<file path="src/rtl/key_debounce.sv">
// Multi-channel key debouncer: 2-flop synchroniser, then a per-channel FSM that only
// accepts a level after STABLE_TICKS consecutive agreeing tick samples.
module key_debounce #(
  parameter int WIDTH        = 5,
  parameter int STABLE_TICKS = 10,
  parameter int ACTIVE_LOW   = 0
) (
  input  logic             clk,
  input  logic             rst_n,
  input  logic             tick,
  input  logic [WIDTH-1:0] key_in,
  output logic [WIDTH-1:0] key_level,
  output logic [WIDTH-1:0] key_press,
  output logic [WIDTH-1:0] key_release
);

  localparam int CW = $clog2(STABLE_TICKS) + 1;
  localparam logic [CW-1:0] LAST = CW'(STABLE_TICKS - 1);
  localparam logic [WIDTH-1:0] POL = {WIDTH{ACTIVE_LOW != 0}};

  typedef enum logic [1:0] {S_LOW, S_RISE, S_HIGH, S_FALL} state_t;

  logic [WIDTH-1:0] sync1, sync2;
  state_t           state     [WIDTH];
  state_t           state_nxt [WIDTH];
  logic [CW-1:0]    cnt       [WIDTH];
  logic [CW-1:0]    cnt_nxt   [WIDTH];
  logic [WIDTH-1:0] level_nxt, press_nxt, release_nxt;

  // Polarity is fixed before the synchroniser so reset value 0 always means "not pressed".
  always_ff @(posedge clk) begin
    if (!rst_n) begin
      sync1 <= '0;
      sync2 <= '0;
    end else begin
      sync1 <= key_in ^ POL;
      sync2 <= sync1;
    end
  end

  always_comb begin
    for (int i = 0; i < WIDTH; i++) begin
      state_nxt[i]   = state[i];
      cnt_nxt[i]     = cnt[i];
      level_nxt[i]   = key_level[i];
      press_nxt[i]   = 1'b0;
      release_nxt[i] = 1'b0;
      if (tick) begin
        case (state[i])
          S_LOW: begin
            if (sync2[i]) begin
              state_nxt[i] = S_RISE;
              cnt_nxt[i]   = CW'(1);
            end
          end
          S_RISE: begin
            if (!sync2[i]) begin
              state_nxt[i] = S_LOW;
              cnt_nxt[i]   = '0;
            end else if (cnt[i] == LAST) begin
              state_nxt[i] = S_HIGH;
              cnt_nxt[i]   = '0;
              level_nxt[i] = 1'b1;
              press_nxt[i] = 1'b1;
            end else begin
              cnt_nxt[i] = cnt[i] + CW'(1);
            end
          end
          S_HIGH: begin
            if (!sync2[i]) begin
              state_nxt[i] = S_FALL;
              cnt_nxt[i]   = CW'(1);
            end
          end
          S_FALL: begin
            if (sync2[i]) begin
              state_nxt[i] = S_HIGH;
              cnt_nxt[i]   = '0;
            end else if (cnt[i] == LAST) begin
              state_nxt[i]   = S_LOW;
              cnt_nxt[i]     = '0;
              level_nxt[i]   = 1'b0;
              release_nxt[i] = 1'b1;
            end else begin
              cnt_nxt[i] = cnt[i] + CW'(1);
            end
          end
          default: begin
            state_nxt[i] = S_LOW;
            cnt_nxt[i]   = '0;
          end
        endcase
      end
    end
  end

  always_ff @(posedge clk) begin
    if (!rst_n) begin
      for (int i = 0; i < WIDTH; i++) begin
        state[i] <= S_LOW;
        cnt[i]   <= '0;
      end
      key_level   <= '0;
      key_press   <= '0;
      key_release <= '0;
    end else begin
      for (int i = 0; i < WIDTH; i++) begin
        state[i] <= state_nxt[i];
        cnt[i]   <= cnt_nxt[i];
      end
      key_level   <= level_nxt;
      key_press   <= press_nxt;
      key_release <= release_nxt;
    end
  end

endmodule
</file>
<file path="config.mk">
export PLATFORM = sky130hd
export DESIGN_NAME = key_debounce
export DESIGN_NICKNAME = d
export VERILOG_FILES = /design/src/rtl/key_debounce.sv
export SDC_FILE = /design/constraint.sdc
export NUM_CORES = 1
export LEC_CHECK = 0
export ABC_AREA = 1
export CELL_PAD_IN_SITES_DETAIL_PLACEMENT = 1
export CELL_PAD_IN_SITES_GLOBAL_PLACEMENT = 2
export CORE_MARGIN = 5
export CORE_UTILIZATION = 30
export DETAILED_ROUTE_END_ITERATION = 16
export PLACE_DENSITY = 0.83
export SLEW_MARGIN = 20
export SYNTH_ARGS = -nofsm -noshare
export SYNTH_HDL_FRONTEND = slang
export SYNTH_SLANG_ARGS = --single-unit
</file>
<file path="constraint.sdc">
create_clock -name clk -period 2.81 [get_ports clk]
set_input_delay 0.7025 -clock clk [delete_from_list [all_inputs] [get_ports clk]]
set_output_delay 0.7025 -clock clk [all_outputs]
set_load 0.01 [all_outputs]
</file>
==> run summary, run 1 <==
area leader, netlist - dfxtp_1
Post-synth EDFFs - 0
Skew-Pair Late Insertion Delay - 0.35 ns
nets - 528
critical path class - flop to output pin
Static Leakage - 1.64 nW
crit share post-route - 0.697
Synth Area in Simple Gates - 0.330
drt wl/cell - 12.8 µm
final non-filler cell total - 638
initial cell density of the core - 0.308
Yosys top cell area share - 0.376
P&R area growth vs syn - 18.1%
adder-cell share of the synthesized area - 0.0861
switching pwr - 0.469 mW
Int Pwr - 1.34 mW
hold path cells - 2
total CTS buffers - 9
FF-to-FF Start - state[0][2]
hold buffers post-CTS - 0
CTS max path bufs - 2
pwr dens - 479 nW/µm²
FFs w/ async S/R, synth - 0
number of antenna violations at the first check in global routing - 0
vias post-DR - 2963
Clock Sinks - 60
Sw Ratio - 0.259
Synth Area in XOR/XNOR - 0.00274
critical path cell sequence - clkdlybuf4s50_1
total track usage - 0.139
min-delay src - sync1[0]
Post-Synthesis Cell Area - 3200 µm²
Fin Clk Skew - 0.00937 ns
top cells by area, synth - dfxtp_1, nand2_1, inv_1
multiplexer share of the synthesized area - 0
Slowest-stage cell, CP - clkdlybuf4s50_1
WL final - 8190 µm
Highest Clock Rate - 510 MHz
post_cts resized - 0
Reg-to-Reg End - state[0][2]
gr ovfl total - 0
worst setup margin - 0.851 ns
layout cell share with drive strength beyond 1 - 0.0837
combinational power share - 0.087
postcts setup bufs - 0
H-tree levels - 3
ANT nets after route - 0
Root Driver - clkbuf_8
# IOs - 23
CP Launch Type - flop
first-pass GRT wire length - 14400 µm
chip width - 113 µm
Max VDD drop - 0.000185 V
Worst Path Required - 2.11 ns
largest net degree at the start of global routing - 21
number of cells on the critical path - 1
ANT cells - 0
Syn Nets - 497
Port Buffers - 22
Setup TNS Final - 0 ns
post-synthesis compound-gate area fraction - 0.103
Hold Slack - 0.404 ns
pre-CTS WS - 0.560 ns
Final Setup Violations - 0
run status - complete, no violations
Yosys cell types - 32
Reg clk slew, reported paths - 0.07 ns
GPL Wtd Cong - 0.820
critical path arrival - 1.26 ns
crit-path max cell delay - 0.55 ns
detailed placement HPWL - 6250 µm
Synth Flop Type - dfxtp_1
core footprint - 10400 µm²
max-slew violation count - 0
CTS tree - done
Std-Cell Rows - 37
Worst Path Buf+Inv - 1
Clk pwr share - 0.419
crit end category - output pin
per-instance average area after synthesis - 6.84 µm²
synth warn - 0
drt pass-1 iters - 4
Seq pwr share - 0.494
Reg2Reg Setup Slack - 1.24 ns
Period minus WS final - 1.96 ns
number of global-route vias before repair - 3077
Max FO, Critical Path - 2
count leader, synth - nand2_1
Post-Synthesis Cells - 467
Hold Path Sink - sync2[0]
Yosys reg bits - 60
DIE HEIGHT - 113 µm
RSZ-0062 raised after global routing - no
delay-heaviest family, CP - buffers and inverters
max-cap violation count - 0
placed insts - 623
largest family of logic cells by synthesized area - simple AND/OR/NAND/NOR gates
drt initial violations - 58
cells on worst reg2reg path - 8
Least-Margin Pin Slew - 0.446 ns
DRC viols - 0
Post-synth top cells - nand2_1, inv_1, dfxtp_1
mean number of vias per cell - 4.64
post-synthesis sequential area ratio - 0.376
worst min path class - flop to flop
Final Hold Violating Endpoints - 0
Die Area - 12800 µm²
Rel. slew slack - 0.701
cell usage in the layout, fill, tap and decap left out, types with 3 or more instances in the layout:
cell type | synthesis | routed
clkbuf_8 | 0 | 13
nand2_2 | 6 | 6
nand3_1 | 35 | 35
a21oi_1 | 30 | 30
a21oi_2 | 3 | 3
or2_2 | 3 | 3
inv_2 | 4 | 4
nand4_1 | 8 | 8
a21oi_4 | 3 | 3
inv_1 | 74 | 74
clkdlybuf4s50_1 | 0 | 22
nand2_1 | 131 | 131
dfxtp_1 | 60 | 60
nor3_1 | 11 | 11
buf_4 | 0 | 4
nor2_1 | 43 | 43
ha_1 | 22 | 22
o21ai_0 | 11 | 11
sequential cells by signal, indices dropped and copies added (netlist names), named ones only:
| register | count |
|---|---|
| cnt | 25 |
| key_level | 5 |
| key_press | 5 |
| key_release | 5 |
| state | 5 |
| sync1 | 5 |
| sync2 | 5 |
power groups by stage:
stage	sequential [mW]	clock (mW)	combinational, mW
after floorplan	0.904	0	0.115
after global placement	0.910	0	0.155
after detailed placement	0.911	0	0.160
after CTS	0.891	0.786	0.161
after global routing	0.895	0.823	0.182
final	0.892	0.757	0.158
final cells by class:
cell class | count | area, µm²
clock buffer | 14 | 183
sequential | 60 | 1200
multi-input combinational | 322 | 1670
timing repair buffer | 26 | 250
inverter | 79 | 297
clock inverter | 1 | 5.00
tap | 136 | 170
fill | 1352 | 6600
worst max-delay path by stage:
| stage | from | to |
|---|---|---|
| 6_report | key_level[2] | key_level[2] |
| 3_5_place_dp | tick | cnt[0][18] |
| 3_3_place_gp | tick | cnt[0][16] |
| 4_1_cts | key_level[4] | key_level[4] |
| 5_1_grt | key_level[4] | key_level[4] |
| 2_1_floorplan | rst_n | key_release[0] |
routing by layer:
layer  vias up  global-route usage  routed length [µm]
met5         -                   0                   0
met1      1399               0.170                3930
met4         0              0.0609                 160
met3        12              0.0241                 160
met2        25               0.240                3940
li1       1527                   -                   -
through the flow:
| step | util | total power, mW | cell area, µm² |
|---|---|---|---|
| after floorplan | - | 1.02 | 3200 |
| after global placement | 0.346 | 1.06 | 3580 |
| after detailed placement | 0.346 | 1.07 | 3580 |
| after CTS | 0.364 | 1.84 | 3770 |
| after global routing | 0.364 | 1.90 | 3770 |
| final | 0.364 | 1.81 | 3770 |
kinds of logic (layout without fill, tap and decap cells):
logic type | Yosys count | in the layout
flops | 60 | 60
buf+inv | 85 | 120
fa+ha+maj | 22 | 22
compound gates | 54 | 54
xor+xnor | 1 | 1
simple gates | 245 | 245
Note: power is estimated with default switching activity, not from simulation.
==> run 2, diff against run 1 <==
--- a/config.mk
+++ b/config.mk
@@ -11,7 +11,7 @@
 export CORE_MARGIN = 5
 export CORE_UTILIZATION = 30
 export DETAILED_ROUTE_END_ITERATION = 16
-export PLACE_DENSITY = 0.83
+export PLACE_DENSITY = 0.86
 export SLEW_MARGIN = 20
 export SYNTH_ARGS = -nofsm -noshare
 export SYNTH_HDL_FRONTEND = slang
==> constraint.sdc (replaced) <==
create_clock -name clk -period 1.58 [get_ports clk]
set_input_delay 0.395 -clock clk [delete_from_list [all_inputs] [get_ports clk]]
set_output_delay 0.395 -clock clk [all_outputs]
set_load 0.01 [all_outputs]
==> run summary, run 2 (synthesized netlist as in run 1, its figures left out) <==
mean number of vias per cell - 4.57 (-1.6%)
Static Leakage - 1.78 nW (+8.5%)
DRC viols - 0 (unchanged)
ANT cells - 0 (unchanged)
Die Area - 12800 µm² (unchanged)
max reg flops - 25 (unchanged)
first-pass GRT wire length - 14000 µm (-2.5%)
drt wl/cell - 12.4 µm (-3.1%)
chip width - 113 µm (unchanged)
P&R area growth vs syn - 21.7%
H-tree levels - 3 (unchanged)
min-delay src - sync1[1]
Port Buffers - 22 (unchanged)
cells on worst reg2reg path - 7 (-1)
Post-DP Area - 3690 µm² (+3.1%)
vias post-DR - 2979 (+0.54%)
max-cap violation count - 0 (unchanged)
Worst Path Required - 1.85 ns (-0.26 ns)
CP Launch Type - flop
detailed placement HPWL - 6160 µm (-1.4%)
Clock Sinks - 60 (unchanged)
WL final - 8110 µm (-0.93%)
Period minus WS final - 1.49 ns
# IOs - 23 (unchanged)
run status - complete, no violations
Least-Margin Pin Slew - 0.324 ns (-0.123 ns)
postcts setup bufs - 0 (unchanged)
total track usage - 0.134 (-0.00479)
nets - 541 (+2.5%)
Std-Cell Rows - 37 (unchanged)
FILL cells - 1334 (-1.3%)
crit end category - flop
drt pass-1 iters - 4 (unchanged)
Skew-Pair Late Insertion Delay - 0.34 ns (about the same)
layout cell share with drive strength beyond 1 - 0.122 (+0.0384)
Highest Clock Rate - 673 MHz
commonest non-fill, non-tap cell in the layout - nand2_1
Final Hold Violating Endpoints - 0 (unchanged)
ANT nets after route - 0 (unchanged)
Final Setup Violations - 0 (unchanged)
worst min path class - flop to flop
Rel. slew slack - 0.783 (+0.0820)
placed insts - 636 (+2.1%)
Slowest-stage cell, CP - dfxtp_1
commonest cells after routing, fill and taps aside - nand2_1, inv_1, dfxtp_1, nor2_1, nand3_1
Hold Path Sink - sync2[1]
critical path class - flop to flop
critical path cell sequence - inv_1 > ha_1 > nand2_1 > nand2_2 > nor2_4 > nand3_1 > a21oi_1
max-slew violation count - 0 (unchanged)
CTS max path bufs - 2 (unchanged)
FF-to-FF Start - state[0][4]
hold buffers post-CTS - 0 (unchanged)
core footprint - 10400 µm² (unchanged)
RSZ-0062 raised after global routing - yes
DIE HEIGHT - 113 µm (unchanged)
post-route cell area - 3890 µm² (+3.1%)
Reg2Reg Setup Slack - 0.09 ns (-1.15 ns)
gr ovfl total - 0 (unchanged)
drt initial violations - 36 (-38%)
Most flops, register - cnt
number of antenna violations at the first check in global routing - 0 (unchanged)
CTS tree - done
initial cell density of the core - 0.308 (unchanged)
number of global-route vias before repair - 3059 (-0.58%)
GPL Wtd Cong - 0.777 (-5.2%)
Max VDD drop - 0.000339 V (+84%)
crit share post-route - 0.941
crit-path max cell delay - 0.45 ns (-0.10 ns)
Max FO, Critical Path - 6 (+4)
total CTS buffers - 9 (unchanged)
critical path arrival - 1.75 ns (+0.49 ns)
Root Driver - clkbuf_8
pwr dens - 823 nW/µm² (+72%)
hold path cells - 2 (unchanged)
Reg clk slew, reported paths - 0.07 ns (about the same)
Fin Clk Skew - 0.0103 ns (+0.000956 ns)
final non-filler cell total - 652 (+2.2%)
Reg-to-Reg End - cnt[0][11]
largest net degree at the start of global routing - 22 (+4.8%)
## run 2: per-layer routing
layer | GRT usage | wire length [µm] | vias up
li1 | - | - | 1553
met1 | 0.169 | 3950 | 1368
met2 | 0.223 | 3730 | 46
met3 | 0.0230 | 246 | 12
met4 | 0.0633 | 181 | 0
met5 | 0 | 0 | -
## run 2: what timing repair did
action | 4_1_cts | 5_1_grt
setup endpoints to repair | 15 | 21
gates resized for setup | 15 | 12
hold endpoints to repair | 0 | 0
pin swaps | 0 | 0
## run 2: how the worst max path moves through the flow
| stage | start | end | slack (ns) | depth (start not counted) |
|---|---|---|---|---|
| finish | state[0][4] | cnt[0][11] | 0.09 | 7 |
| global route | state[0][6] | flop | -0.01 | 9 |
| CTS | state[0][6] | flop | 0.03 | 9 |
| detailed placement | tick | cnt[0][16] | -0.22 | 8 |
| global placement | tick | state[0][2] | -0.18 | 7 |
| floorplan | state[0][8] | cnt[0][22] | 0.25 | 6 |
## run 2: stage by stage
stage	utilization	setup slack (ns)	TNS (ns)	hold WS (ns)	power (mW)
2_1_floorplan	-	0.249	0	0.390	1.81
3_3_place_gp	0.356	-0.177	-5.01	0.396	1.92
3_5_place_dp	0.356	-0.220	-6.31	0.403	1.93
4_1_cts	0.372	0.0310	0	0.420	3.25
5_1_grt	0.375	-0.00954	-0.0109	0.447	3.37
6_report	0.375	0.0932	0	0.418	3.20
## run 2: critical path, delay by kind of cell, from the launching register on
kind | cells | cell delay [ns]
compound gates | 1 | 0.12
simple gates | 4 | 0.41
buf+inv | 1 | 0.08
fa+ha+maj | 1 | 0.35
flops | 1 | 0.45
## run 2: power breakdown
| group | total, mW | switching, mW | internal (mW) | leakage (nW) |
|---|---|---|---|---|
| logic | 0.315 | 0.189 | 0.126 | 1.20 |
| registers | 1.59 | 0.0398 | 1.55 | 0.488 |
| clock network | 1.30 | 0.600 | 0.699 | 0.0937 |
## run 2: layout make-up
cell class / count / area (µm²) / area share
Inverter: 79 / 297 / 0.0763
Tap cell: 136 / 170 / 0.0438
Clock inverter: 1 / 5.00 / 0.00129
Multi-Input combinational cell: 322 / 1690 / 0.434
Clock buffer: 15 / 176 / 0.0454
Sequential cell: 60 / 1210 / 0.311
Timing Repair Buffer: 39 / 342 / 0.0878
==> run 3, diff against run 2 <==
--- a/config.mk
+++ b/config.mk
@@ -12,6 +12,7 @@
 export CORE_UTILIZATION = 30
 export DETAILED_ROUTE_END_ITERATION = 16
 export PLACE_DENSITY = 0.86
+export RECOVER_POWER = 50
 export SLEW_MARGIN = 20
 export SYNTH_ARGS = -nofsm -noshare
 export SYNTH_HDL_FRONTEND = slang
==> run summary, run 3 (synthesized netlist as in run 1, its figures left out) <==
run status - complete, no violations
ANT cells - 0 (unchanged)
Least-Margin Pin Slew - 0.324 ns (unchanged)
hold buffers post-CTS - 0 (unchanged)
Fin Clk Skew - 0.0103 ns (-0.00000110 ns)
Die Area - 12800 µm² (unchanged)
CP startpoint - state[0][4]
commonest non-fill, non-tap cell in the layout - nand2_1
crit-path max cell delay - 0.45 ns (about the same)
Period minus WS final - 1.49 ns (-0.00000100 ns)
Highest Clock Rate - 673 MHz (unchanged)
pwr dens - 824 nW/µm² (+0.11%)
critical path class - flop to flop
total CTS buffers - 9 (unchanged)
Max FO, Critical Path - 6 (unchanged)
Hold Path Sink - sync2[1]
max-cap violation count - 0 (unchanged)
Slowest-stage cell, CP - dfxtp_1
drt pass-1 iters - 4 (unchanged)
P&R area growth vs syn - 21.5%
core footprint - 10400 µm² (unchanged)
Reg2Reg Setup Slack - 0.09 ns (about the same)
Final Hold Violating Endpoints - 0 (unchanged)
drt wl/cell - 12.4 µm (about the same)
Reg-to-Reg End - cnt[0][11]
Worst Path Buf+Inv - 1 (unchanged)
commonest cells after routing, fill and taps aside - nand2_1, inv_1, dfxtp_1, nor2_1, nand3_1
number of global-route vias before repair - 3059 (unchanged)
WL final - 8110 µm (about the same)
Total Power - 3.20 mW (about the same)
final non-filler cell total - 652 (unchanged)
FF-to-FF Start - state[0][4]
Rel. slew slack - 0.783 (unchanged)
critical path cell sequence - inv_1 > ha_1 > nand2_1 > nand2_2 > nor2_4 > nand3_1 > a21oi_1
CTS tree - done
DIE HEIGHT - 113 µm (unchanged)
placed insts - 636 (unchanged)
max-slew violation count - 0 (unchanged)
nets - 541 (unchanged)
cells on worst reg2reg path - 7 (unchanged)
# IOs - 23 (unchanged)
drt initial violations - 37 (+2.8%)
critical path arrival - 1.75 ns (about the same)
initial cell density of the core - 0.308 (unchanged)
Root Driver - clkbuf_8
Max VDD drop - 0.000339 V (about the same)
GPL Wtd Cong - 0.777 (unchanged)
Most flops, register - cnt
CTS max path bufs - 2 (unchanged)
Setup TNS Final - 0 ns (unchanged)
worst min path class - flop to flop
chip width - 113 µm (unchanged)
max reg flops - 25 (unchanged)
hold path cells - 2 (unchanged)
Clock Sinks - 60 (unchanged)
Reg clk slew, reported paths - 0.07 ns (about the same)
layout cell share with drive strength beyond 1 - 0.118 (-0.00388)
delay-heaviest family, CP - flip-flops
Skew-Pair Late Insertion Delay - 0.34 ns (about the same)
detailed placement HPWL - 6160 µm (unchanged)
first-pass GRT wire length - 14000 µm (unchanged)
ANT nets after route - 0 (unchanged)
postcts setup bufs - 0 (unchanged)
H-tree levels - 3 (unchanged)
RSZ-0062 raised after global routing - yes
CP Launch Type - flop
Hold Slack - 0.418 ns (-0.0000250 ns)
min-delay src - sync1[1]
crit end category - flop
Port Buffers - 22 (unchanged)
vias post-DR - 2980 (+0.034%)
DRC viols - 0 (unchanged)
Static Leakage - 1.77 nW (-0.39%)
number of antenna violations at the first check in global routing - 0 (unchanged)
mean number of vias per cell - 4.57 (about the same)
total track usage - 0.134 (unchanged)
largest net degree at the start of global routing - 22 (unchanged)
crit share post-route - 0.941 (about the same)
gr ovfl total - 0 (unchanged)
Final Setup Violations - 0 (unchanged)
Worst Path Required - 1.85 ns (about the same)
post-layout util - 0.374 (-0.000724)
Std-Cell Rows - 37 (unchanged)
[run 3: changes by cell type in the layout (fill, tap and decap cells not counted)]
cell	delta
buf_4	-3
clkbuf_1	+2
clkdlybuf4s50_1	-1
clkbuf_4	+1
dlygate4sd3_1	+1
[run 3: layout make-up]
class / instances / area, µm²
clock buffers: 15 / 176
clock inverters: 1 / 5.00
fillers: 1336 / 6490
inverters: 79 / 297
multi-input cells: 322 / 1690
flip-flops and latches: 60 / 1210
well taps: 136 / 170
repair buffers: 39 / 334
[run 3: worst max path at each step]
stage	to	slack (ns)	depth (start not counted)
floorplan	cnt[0][22]	0.25	6
global placement	state[0][2]	-0.18	7
detailed placement	cnt[0][16]	-0.22	8
CTS	flop	0.03	9
global route	flop	-0.01	9
finish	cnt[0][11]	0.09	7
[run 3: worst min-delay path, delay by kind of cell (launching register included)]
kind | cells | cell delay, ns
and+or+nand+nor | 1 | 0.05
buffers and inverters | 1 | 0.04
DFF | 1 | 0.31
[run 3: per-stage QoR]
stage	setup slack [ns]	cell area [µm²]
floorplan	0.249	3200
global placement	-0.177	3690
detailed placement	-0.220	3690
CTS	0.0310	3860
global route	-0.00954	3880
finish	0.0932	3880
[run 3: power breakdown]
group | leakage (nW) | internal [mW] | switching [mW]
Clock | 0.0937 | 0.699 | 0.600
Combinational | 1.19 | 0.123 | 0.189
Sequential | 0.488 | 1.55 | 0.0398
[run 3: timing repair]
action,4_1_cts,5_1_grt
gates resized for setup,15,12
gates cloned,0,0
pin swaps,0,0
endpoints found under the setup margin,15,21
[run 3: layer usage]
layer,GRT usage,vias up,wire length (µm)
li1,-,1553,-
met1,0.169,1371,3980
met2,0.223,44,3730
met3,0.0230,12,212
met4,0.0633,0,181
met5,0,-,0
